===== src/rtl/clk_meter_pkg.sv =====
// Shared types and default parameters for the clk_meter slow-clock checker.
package clk_meter_pkg;

    typedef enum logic [1:0] {
        IDLE = 2'd0,
        MEAS = 2'd1,
        LOST = 2'd2
    } state_t;

    localparam int DEF_CW         = 16;
    localparam int DEF_EXP_PERIOD = 100;
    localparam int DEF_TOL        = 2;
    localparam int DEF_LOCK_CNT   = 4;
    localparam int DEF_TIMEOUT    = 256;

endpackage


===== src/rtl/clk_meter_sync.sv =====
// Synchronizes in_clk into the clk domain and emits registered rise/fall pulses.
// Optional glitch filter on the synchronized level: CLK_METER_GLITCH_FILTER_EN.
module clk_meter_sync (
    input  logic clk,
    input  logic rst,
    input  logic in_clk,
    output logic rise,
    output logic fall
);

    logic r_s1, r_s2, r_s3;
    logic r_rise, r_fall;
    logic w_lvl;

`ifdef CLK_METER_GLITCH_FILTER_EN
    logic r_filt;

    // Level follows only when the two newest samples agree and differ from it.
    always_ff @(posedge clk) begin
        if (rst) begin
            r_filt <= 1'b0;
        end else if ((r_s1 == r_s2) && (r_s2 != r_filt)) begin
            r_filt <= r_s2;
        end
    end

    assign w_lvl = r_filt;
`else
    assign w_lvl = r_s2;
`endif

    always_ff @(posedge clk) begin
        if (rst) begin
            r_s1   <= 1'b0;
            r_s2   <= 1'b0;
            r_s3   <= 1'b0;
            r_rise <= 1'b0;
            r_fall <= 1'b0;
        end else begin
            r_s1   <= in_clk;
            r_s2   <= r_s1;
            r_s3   <= w_lvl;
            r_rise <= w_lvl & ~r_s3;
            r_fall <= ~w_lvl & r_s3;
        end
    end

    assign rise = r_rise;
    assign fall = r_fall;

endmodule


===== src/rtl/clk_meter.sv =====
// Measures period/high time of an asynchronous slow clock, tracks lock and loss.
// Build option: CLK_METER_GLITCH_FILTER_EN (handled inside clk_meter_sync).
module clk_meter
    import clk_meter_pkg::*;
#(
    parameter int CW         = DEF_CW,
    parameter int EXP_PERIOD = DEF_EXP_PERIOD,
    parameter int TOL        = DEF_TOL,
    parameter int LOCK_CNT   = DEF_LOCK_CNT,
    parameter int TIMEOUT    = DEF_TIMEOUT
) (
    input  logic          clk,
    input  logic          rst,
    input  logic          in_clk,
    output logic [CW-1:0] period_o,
    output logic [CW-1:0] high_o,
    output logic          meas_valid,
    output logic          locked,
    output logic          lost
);

    localparam int CW1 = CW + 1;
    localparam int GW  = $clog2(LOCK_CNT + 1);

    localparam logic [CW-1:0]         TIMEOUT_C = CW'(TIMEOUT);
    localparam logic [GW-1:0]         LOCK_C    = GW'(LOCK_CNT);
    localparam logic signed [CW1-1:0] EXP_S     = CW1'(EXP_PERIOD);
    localparam logic signed [CW1-1:0] TOL_S     = CW1'(TOL);

    logic                  w_rise, w_fall;
    logic [CW-1:0]         r_per_cnt, r_hi_cap;
    logic [CW-1:0]         r_period, r_high;
    logic                  r_valid, r_locked, r_lost;
    logic [GW-1:0]         r_good_cnt, w_good_nxt;
    logic signed [CW1-1:0] w_diff;
    logic                  w_good;
    state_t                r_state;

    clk_meter_sync u_sync (
        .clk    (clk),
        .rst    (rst),
        .in_clk (in_clk),
        .rise   (w_rise),
        .fall   (w_fall)
    );

    // Cycles since the last rise; reads the full period on the next rise.
    always_ff @(posedge clk) begin
        if (rst) begin
            r_per_cnt <= '0;
        end else if (w_rise) begin
            r_per_cnt <= CW'(1);
        end else if (r_per_cnt != TIMEOUT_C) begin
            r_per_cnt <= r_per_cnt + CW'(1);
        end
    end

    always_ff @(posedge clk) begin
        if (rst) begin
            r_hi_cap <= '0;
        end else if (w_fall) begin
            r_hi_cap <= r_per_cnt;
        end
    end

    // One extra bit keeps the signed difference from wrapping.
    assign w_diff     = $signed({1'b0, r_per_cnt}) - EXP_S;
    assign w_good     = (w_diff <= TOL_S) && (w_diff >= -TOL_S);
    assign w_good_nxt = (r_good_cnt == LOCK_C) ? LOCK_C : r_good_cnt + GW'(1);

    always_ff @(posedge clk) begin
        if (rst) begin
            r_state    <= IDLE;
            r_period   <= '0;
            r_high     <= '0;
            r_valid    <= 1'b0;
            r_locked   <= 1'b0;
            r_lost     <= 1'b0;
            r_good_cnt <= '0;
        end else begin
            r_valid <= 1'b0;
            case (r_state)
                IDLE: begin
                    if (w_rise) r_state <= MEAS;
                end
                MEAS: begin
                    if (w_rise) begin
                        r_period <= r_per_cnt;
                        r_high   <= r_hi_cap;
                        r_valid  <= 1'b1;
                        if (w_good) begin
                            r_good_cnt <= w_good_nxt;
                            r_locked   <= (w_good_nxt == LOCK_C);
                        end else begin
                            r_good_cnt <= '0;
                            r_locked   <= 1'b0;
                        end
                    end else if (r_per_cnt == TIMEOUT_C) begin
                        r_state    <= LOST;
                        r_lost     <= 1'b1;
                        r_locked   <= 1'b0;
                        r_good_cnt <= '0;
                    end
                end
                LOST: begin
                    // Re-arm only; the first period after loss is partial.
                    if (w_rise) begin
                        r_state <= MEAS;
                        r_lost  <= 1'b0;
                    end
                end
                default: r_state <= IDLE;
            endcase
        end
    end

    assign period_o   = r_period;
    assign high_o     = r_high;
    assign meas_valid = r_valid;
    assign locked     = r_locked;
    assign lost       = r_lost;

endmodule


===== config.mk =====
export PLATFORM = sky130hd
export DESIGN_NAME = clk_meter
export DESIGN_NICKNAME = d
export VERILOG_FILES = /design/src/rtl/clk_meter_pkg.sv /design/src/rtl/clk_meter_sync.sv /design/src/rtl/clk_meter.sv
export SDC_FILE = /design/constraint.sdc
export NUM_CORES = 1
export LEC_CHECK = 0
export ABC_AREA = 1
export CORE_MARGIN = 2
export CORE_UTILIZATION = 48
export DETAILED_ROUTE_END_ITERATION = 12
export PLACE_DENSITY_LB_ADDON = 0.05
export SLEW_MARGIN = 10
export SYNTH_ARGS = -nofsm -noshare
export SYNTH_HDL_FRONTEND = slang
export SYNTH_SLANG_ARGS = --single-unit

===== constraint.sdc =====
create_clock -name clk -period 2.95 [get_ports clk]
set_input_delay 0.4425 -clock clk [delete_from_list [all_inputs] [get_ports clk]]
set_output_delay 0.4425 -clock clk [all_outputs]
set_load 0.1 [all_outputs]

Word-level counts from Yosys, hierarchy flattened

Cells that the tools add are included.

Add/subtract/negate cells: 3
Order comparisons: 2
Equal/unequal tests: 10
Muxes and demuxes: 18
Bitwise operators: 5
Reductions and logical operators: 12

Operator list:

| cell                                                                                 | count |
|---|---|
| 17-bit by 2-bit greater-or-equal comparator with 1-bit output, second input constant | 1 |
| 17-bit by 3-bit <= comparator with 1-bit output, second input constant               | 1 |
| 16-bit by 7-bit subtractor with 17-bit output, second input constant                 | 1 |
| 16-bit by 1-bit adder with 16-bit output, second input constant                      | 1 |
| 16-bit by 9-bit == test with 1-bit output, second input constant                     | 1 |
| 16-bit by 9-bit != test with 1-bit output, second input constant                     | 1 |
| 3-bit two-way mux                                                                    | 4 |
| 1-bit two-way mux                                                                    | 9 |
| 3-bit == test, second input constant                                                 | 2 |
| 2-bit two-way mux                                                                    | 3 |
| 2-bit nonzero test                                                                   | 3 |
| 2-bit OR reduction                                                                   | 3 |
| 2-bit by 1-bit != test with 1-bit output, second input constant                      | 2 |
| 2-bit != test, second input constant                                                 | 2 |
| 2-bit case mux with 2 select lines                                                   | 1 |
| 2-bit AND reduction                                                                  | 2 |
| 4-bit AND reduction                                                                  | 1 |
| 3-bit by 1-bit adder with 3-bit output, second input constant                        | 1 |
| 1-bit inverter                                                                       | 3 |
| 3-bit AND reduction                                                                  | 1 |
| 1-bit bitwise AND                                                                    | 2 |
| 2-bit by 1-bit == test with 1-bit output, second input constant                      | 1 |
| 2-bit == test, second input constant                                                 | 1 |
| 2-bit zero test                                                                      | 1 |
| other kinds (2)                                                                      | 2 |

Register bits: 77
Output and inout bits: 35
Logic and storage cells: 65

Depth between registers and ports, before layout

Depth in word-level cells: 5
Depth in mapped cells: 15
Depth with buffers taken out: 15

Modules after synthesis

Synthesis repeated with hierarchy kept, for this count alone.

Cell total of the unflattened synthesis: 429
Area total of the unflattened synthesis: 3,223.1 um2

By module, submodules not included:

| module         | instances | cells each | area each (um2) | seq. area each (um2) |
|---|---|---|---|---|
| clk_meter      | 1         | 414        | 3,083.0         | 1,441.4 |
| clk_meter_sync | 1         | 15         | 140.1           | 100.1 |

Worst setup path before layout

No wires, ideal clock.

Path kind: reg2reg
From: reg r_per_cnt[2]
To: reg r_good_cnt[0]
Data arrival time: 1.635 ns
Required time: 2.880 ns
Setup slack: 1.246 ns
Cell stages (with the launch flop): 16
Buffers on the path: 0
Clock period less this slack: 1.704 ns
Path through: dfxtp_1 inv_2 ha_1 nand2_4 nand2_2 nand2_1 nand2_1 nand2_1 inv_1 nor2_1 nand2_1 nor2_1 nand2_1 nand2_2 nand3_1 a21oi_1

Longest elaborated chain between the ends: 5

RTL lines:

| element                                                                                                                                 | line            | RTL |
|---|---|---|
| from (decl)                                                                                                                             | clk_meter.sv:31 | `logic [CW-1:0] r_per_cnt, r_hi_cap;` |
| from (signal assigned)                                                                                                                  | clk_meter.sv:54 | `r_per_cnt <= r_per_cnt + CW'(1);` |
| 16-bit by 7-bit subtractor with 17-bit output                                                                                           | clk_meter.sv:67 | `assign w_diff = $signed({1'b0, r_per_cnt}) - EXP_S;` |
| 17-bit by 3-bit <= comparator with 1-bit output / 17-bit by 2-bit greater-or-equal comparator with 1-bit output (equally long branches) | clk_meter.sv:68 | `assign w_good = (w_diff <= TOL_S) && (w_diff >= -TOL_S);` |
| 1-bit logical AND                                                                                                                       | clk_meter.sv:68 |  |
| 3-bit two-way mux                                                                                                                       | clk_meter.sv:91 | `if (w_good) begin` |
| 3-bit two-way mux                                                                                                                       | clk_meter.sv:87 | `if (w_rise) begin` |
| to (signal assigned)                                                                                                                    | clk_meter.sv:92 | `r_good_cnt <= w_good_nxt;` |
| to (decl)                                                                                                                               | clk_meter.sv:34 | `logic [GW-1:0] r_good_cnt, w_good_nxt;` |

Parallel ways exist; a longest one is shown, timed or not.
A chain may end at the register's enable or synchronous reset.

Final worst setup path

Ends and elaborated chain as after synthesis.

==> flow_metrics.py <==
metrics = {
    "global_routing": {
        "track_usage_pct": 21.0,
        "grt_pass1_wl_um": 12700,
        "grt_max_degree": 39,
        "grt_pass1_vias": 2700,
        "grt_overflow_total": 0,
        "antenna_found_initial": 0,
    },
    "routing": {
        "routed-via-count": 2971,
        "routedWlPerCell_um": 12.2,
        "dr.pass1.iters": 5,
        "drtIter0Drc": 148,
        "drc": 0,
        "routed_wl_um": 7300,
        "avgViaCountPerCell": 4.95,
        "postRouteAntennaNets": 0,
    },
    "logic_synthesis": {
        "ys_ff_latch": 77,
        "synth-seq-area-share_pct": 45.9,
        "synth_cell_type_count": 25,
        "synth_area_leaders": "dfxtp_1, nand2_1, a21oi_1, nor2_1, inv_1",
        "synth_edf_count": 0,
        "syn_inst": 468,
        "synthArstFlopShare_pct": 0,
        "ys_warn_count": 0,
        "ys.flop_type": "dfxtp_1",
        "synth_nets": 479,
        "synth.avg_cell_area_sq_um": 7.17,
        "synth_top_area_share_pct": 45.9,
        "netlist_area_sq_um": 3360,
        "yosysTopAreaCell": "dfxtp_1",
    },
    "critical_path": {
        "crit_path_end_kind": "flip-flop",
        "crit_fanout": 8,
        "startpoint_type": "flip-flop",
        "crit_chain": "inv_2 -> ha_1 -> nand2_4 -> nand2_2 -> nand2_1 -> nand2_1 -> nand2_1 -> inv_1 -> nor2_1 -> nand2_1 -> nor2_1 -> nand2_1 -> nand2_2 -> nand3_1 -> a21oi_1",
        "cp_data_required_time_ns": 3.23,
        "cp_common_cell": "nand2_1",
        "ff2ff_path_depth": 15,
        "worst_path_max_delay_cell": "dfxtp_1",
        "worstPathArrival_ns": 2.24,
        "crit_type": "reg2reg",
        "slowest_delay_ns": 0.47,
    },
    "placement": {
        "portBuffers": 37,
        "dp_hpwl_um": 5140,
        "routabilityCongestion": 0.891,
    },
    "floorplanning": {
        "dieArea_sq_um": 7680,
        "fp.dieW_um": 87.6,
        "coreArea_sq_um": 6790,
        "ioPinCount": 38,
        "initial_utilization_pct": 49.4,
        "row_count": 30,
        "die_h_um": 87.6,
    },
    "finish": {
        "antenna-diode-count": 0,
        "final_common_cell": "nand2_1",
        "mostFrequentLayoutCells": "nand2_1, dfxtp_1, a21oi_1, nor2_1",
        "drive_gt1_share_pct": 14.7,
        "n_fill_cell": 665,
        "fin_util_pct": 57.5,
        "syn_to_final_growth_pct": 16.3,
        "nets": 510,
    },
    "power_and_ir_drop": {
        "power.leakage_uw": 0.00159,
        "power_density_nw_per_um2": 509,
        "p_total_uw": 1990,
        "peakVddDrop_mv": 0.269,
    },
    "timing": {
        "slew_headroom_pct": 29.7,
        "setup_viol": 0,
        "setup_tns_ns": 0,
        "hold_viol": 0,
        "fmax_ghz": 0.512,
        "period_minus_slack_ns": 1.95,
        "fin_skew_ns": 0.00748,
        "tightest_slew_ns": 1.05,
        "hold_slack_ns": 0.413,
        "grt_setup_unrepaired": "false",
        "min_period_over_period_pct": 66.2,
        "maxSlewViolCount": 0,
    },
    "cts": {
        "postCtsSetupBuffers": 0,
        "cts_resized": 0,
        "cts_root_buf": "clkbuf_8",
        "cts.sinks": 77,
        "cts_hold_buf": 0,
        "htreeDepth": 3,
        "clk_latency_ns": 0.35,
        "clock_path_buffers": 2,
        "cts_tree": "built",
        "numCtsBuffers": 9,
        "path_clk_slew_ns": 0.08,
    },
    "outcome": {
        "status": "finished, final reports clean",
    },
    "flow_run": {
        "cap_viol_max_count": 0,
    },
    "hold_path": {
        "worstHoldPathCells": 2,
        "min_path_type": "reg2reg",
    },
}
## synthesized netlist by cell type (all sizes together) (2+ instances only)
| cell | count |
|---|---|
| dfxtp | 77 |
| nand2 | 143 |
| nand4 | 4 |
| a21oi | 53 |
| nor2 | 53 |
| o21ai | 13 |
| clkbuf | 16 |
| a31oi | 2 |
| a211oi | 16 |
| inv | 42 |
| nand3 | 25 |
| buf | 4 |
| nor3 | 8 |
| ha | 8 |
## per-stage QoR
stage | worst slack, ns | std cells | cell area (sq um)
floorplan | 1.25 | 468 | 3360
global placement | 1.07 | 584 | 3690
global route | 0.687 | 600 | 3910
finish | 0.996 | 600 | 3910
detailed placement | 1.02 | 584 | 3690
CTS | 1.00 | 600 | 3910
## state kept, by name, indices dropped and copies added, names as in the netlist, 2 cells and up
signal / count
high_o: 16
period_o: 16
r_hi_cap: 16
r_per_cnt: 16
r_good_cnt: 3
r_state: 2
## logic make-up (layout without fill, tap and decap cells)
family	Yosys count	in the layout	share of synthesized area [%]
xor gates and xnor gates	2	2	0.522
and+or+nand+nor	235	235	29.5
buffers and inverters	62	98	7.27
adders and majority gates	8	8	2.98
DFF	77	77	45.9
AOI/OAI and AO/OA	84	84	13.8
## layout make-up
class	count	area [sq um]	share of cell area, %
repair buffers	40	300	7.69
flip-flops and latches	77	1540	39.5
well taps	96	120	3.08
multi-input cells	329	1570	40.2
clock buffers	10	128	3.27
clock inverters	6	86.3	2.21
inverters	42	158	4.04
## report_power, final
part | switching, uW | total [uW] | internal, uW | leakage (uW)
logic | 43.0 | 62.5 | 19.5 | 0.000860
clock network | 389 | 865 | 477 | 0.000107
registers | 11.2 | 1060 | 1050 | 0.000622
total | 443 | 1990 | 1550 | 0.00159
## final timing paths
path,start,to,slack (ns)
setup reg to reg,r_per_cnt[2],r_good_cnt[0],1.0
setup / recovery,r_per_cnt[2],r_good_cnt[0],1.0
hold reg to reg,u_sync.r_s1,u_sync.r_s2,0.41
hold / removal,u_sync.r_s1,u_sync.r_s2,0.41
## worst max-delay path, delay by kind of cell (launching register included)
kind,cells,cell delay [ns]
adders and majority gates,1,0.28
and+or+nand+nor,11,0.83
buffers and inverters,2,0.17
DFF,1,0.47
AOI/OAI and AO/OA,1,0.13
## layer usage
metal | GRT usage [%] | routed length (um) | vias to the layer above
met2 | 31.9 | 3200 | 58
li1 | - | - | 1568
met4 | 9.09 | 131 | 0
met3 | 3.20 | 286 | 11
met1 | 29.7 | 3680 | 1334
met5 | 0 | 0 | -
Note: power is estimated with default switching activity, not from simulation.
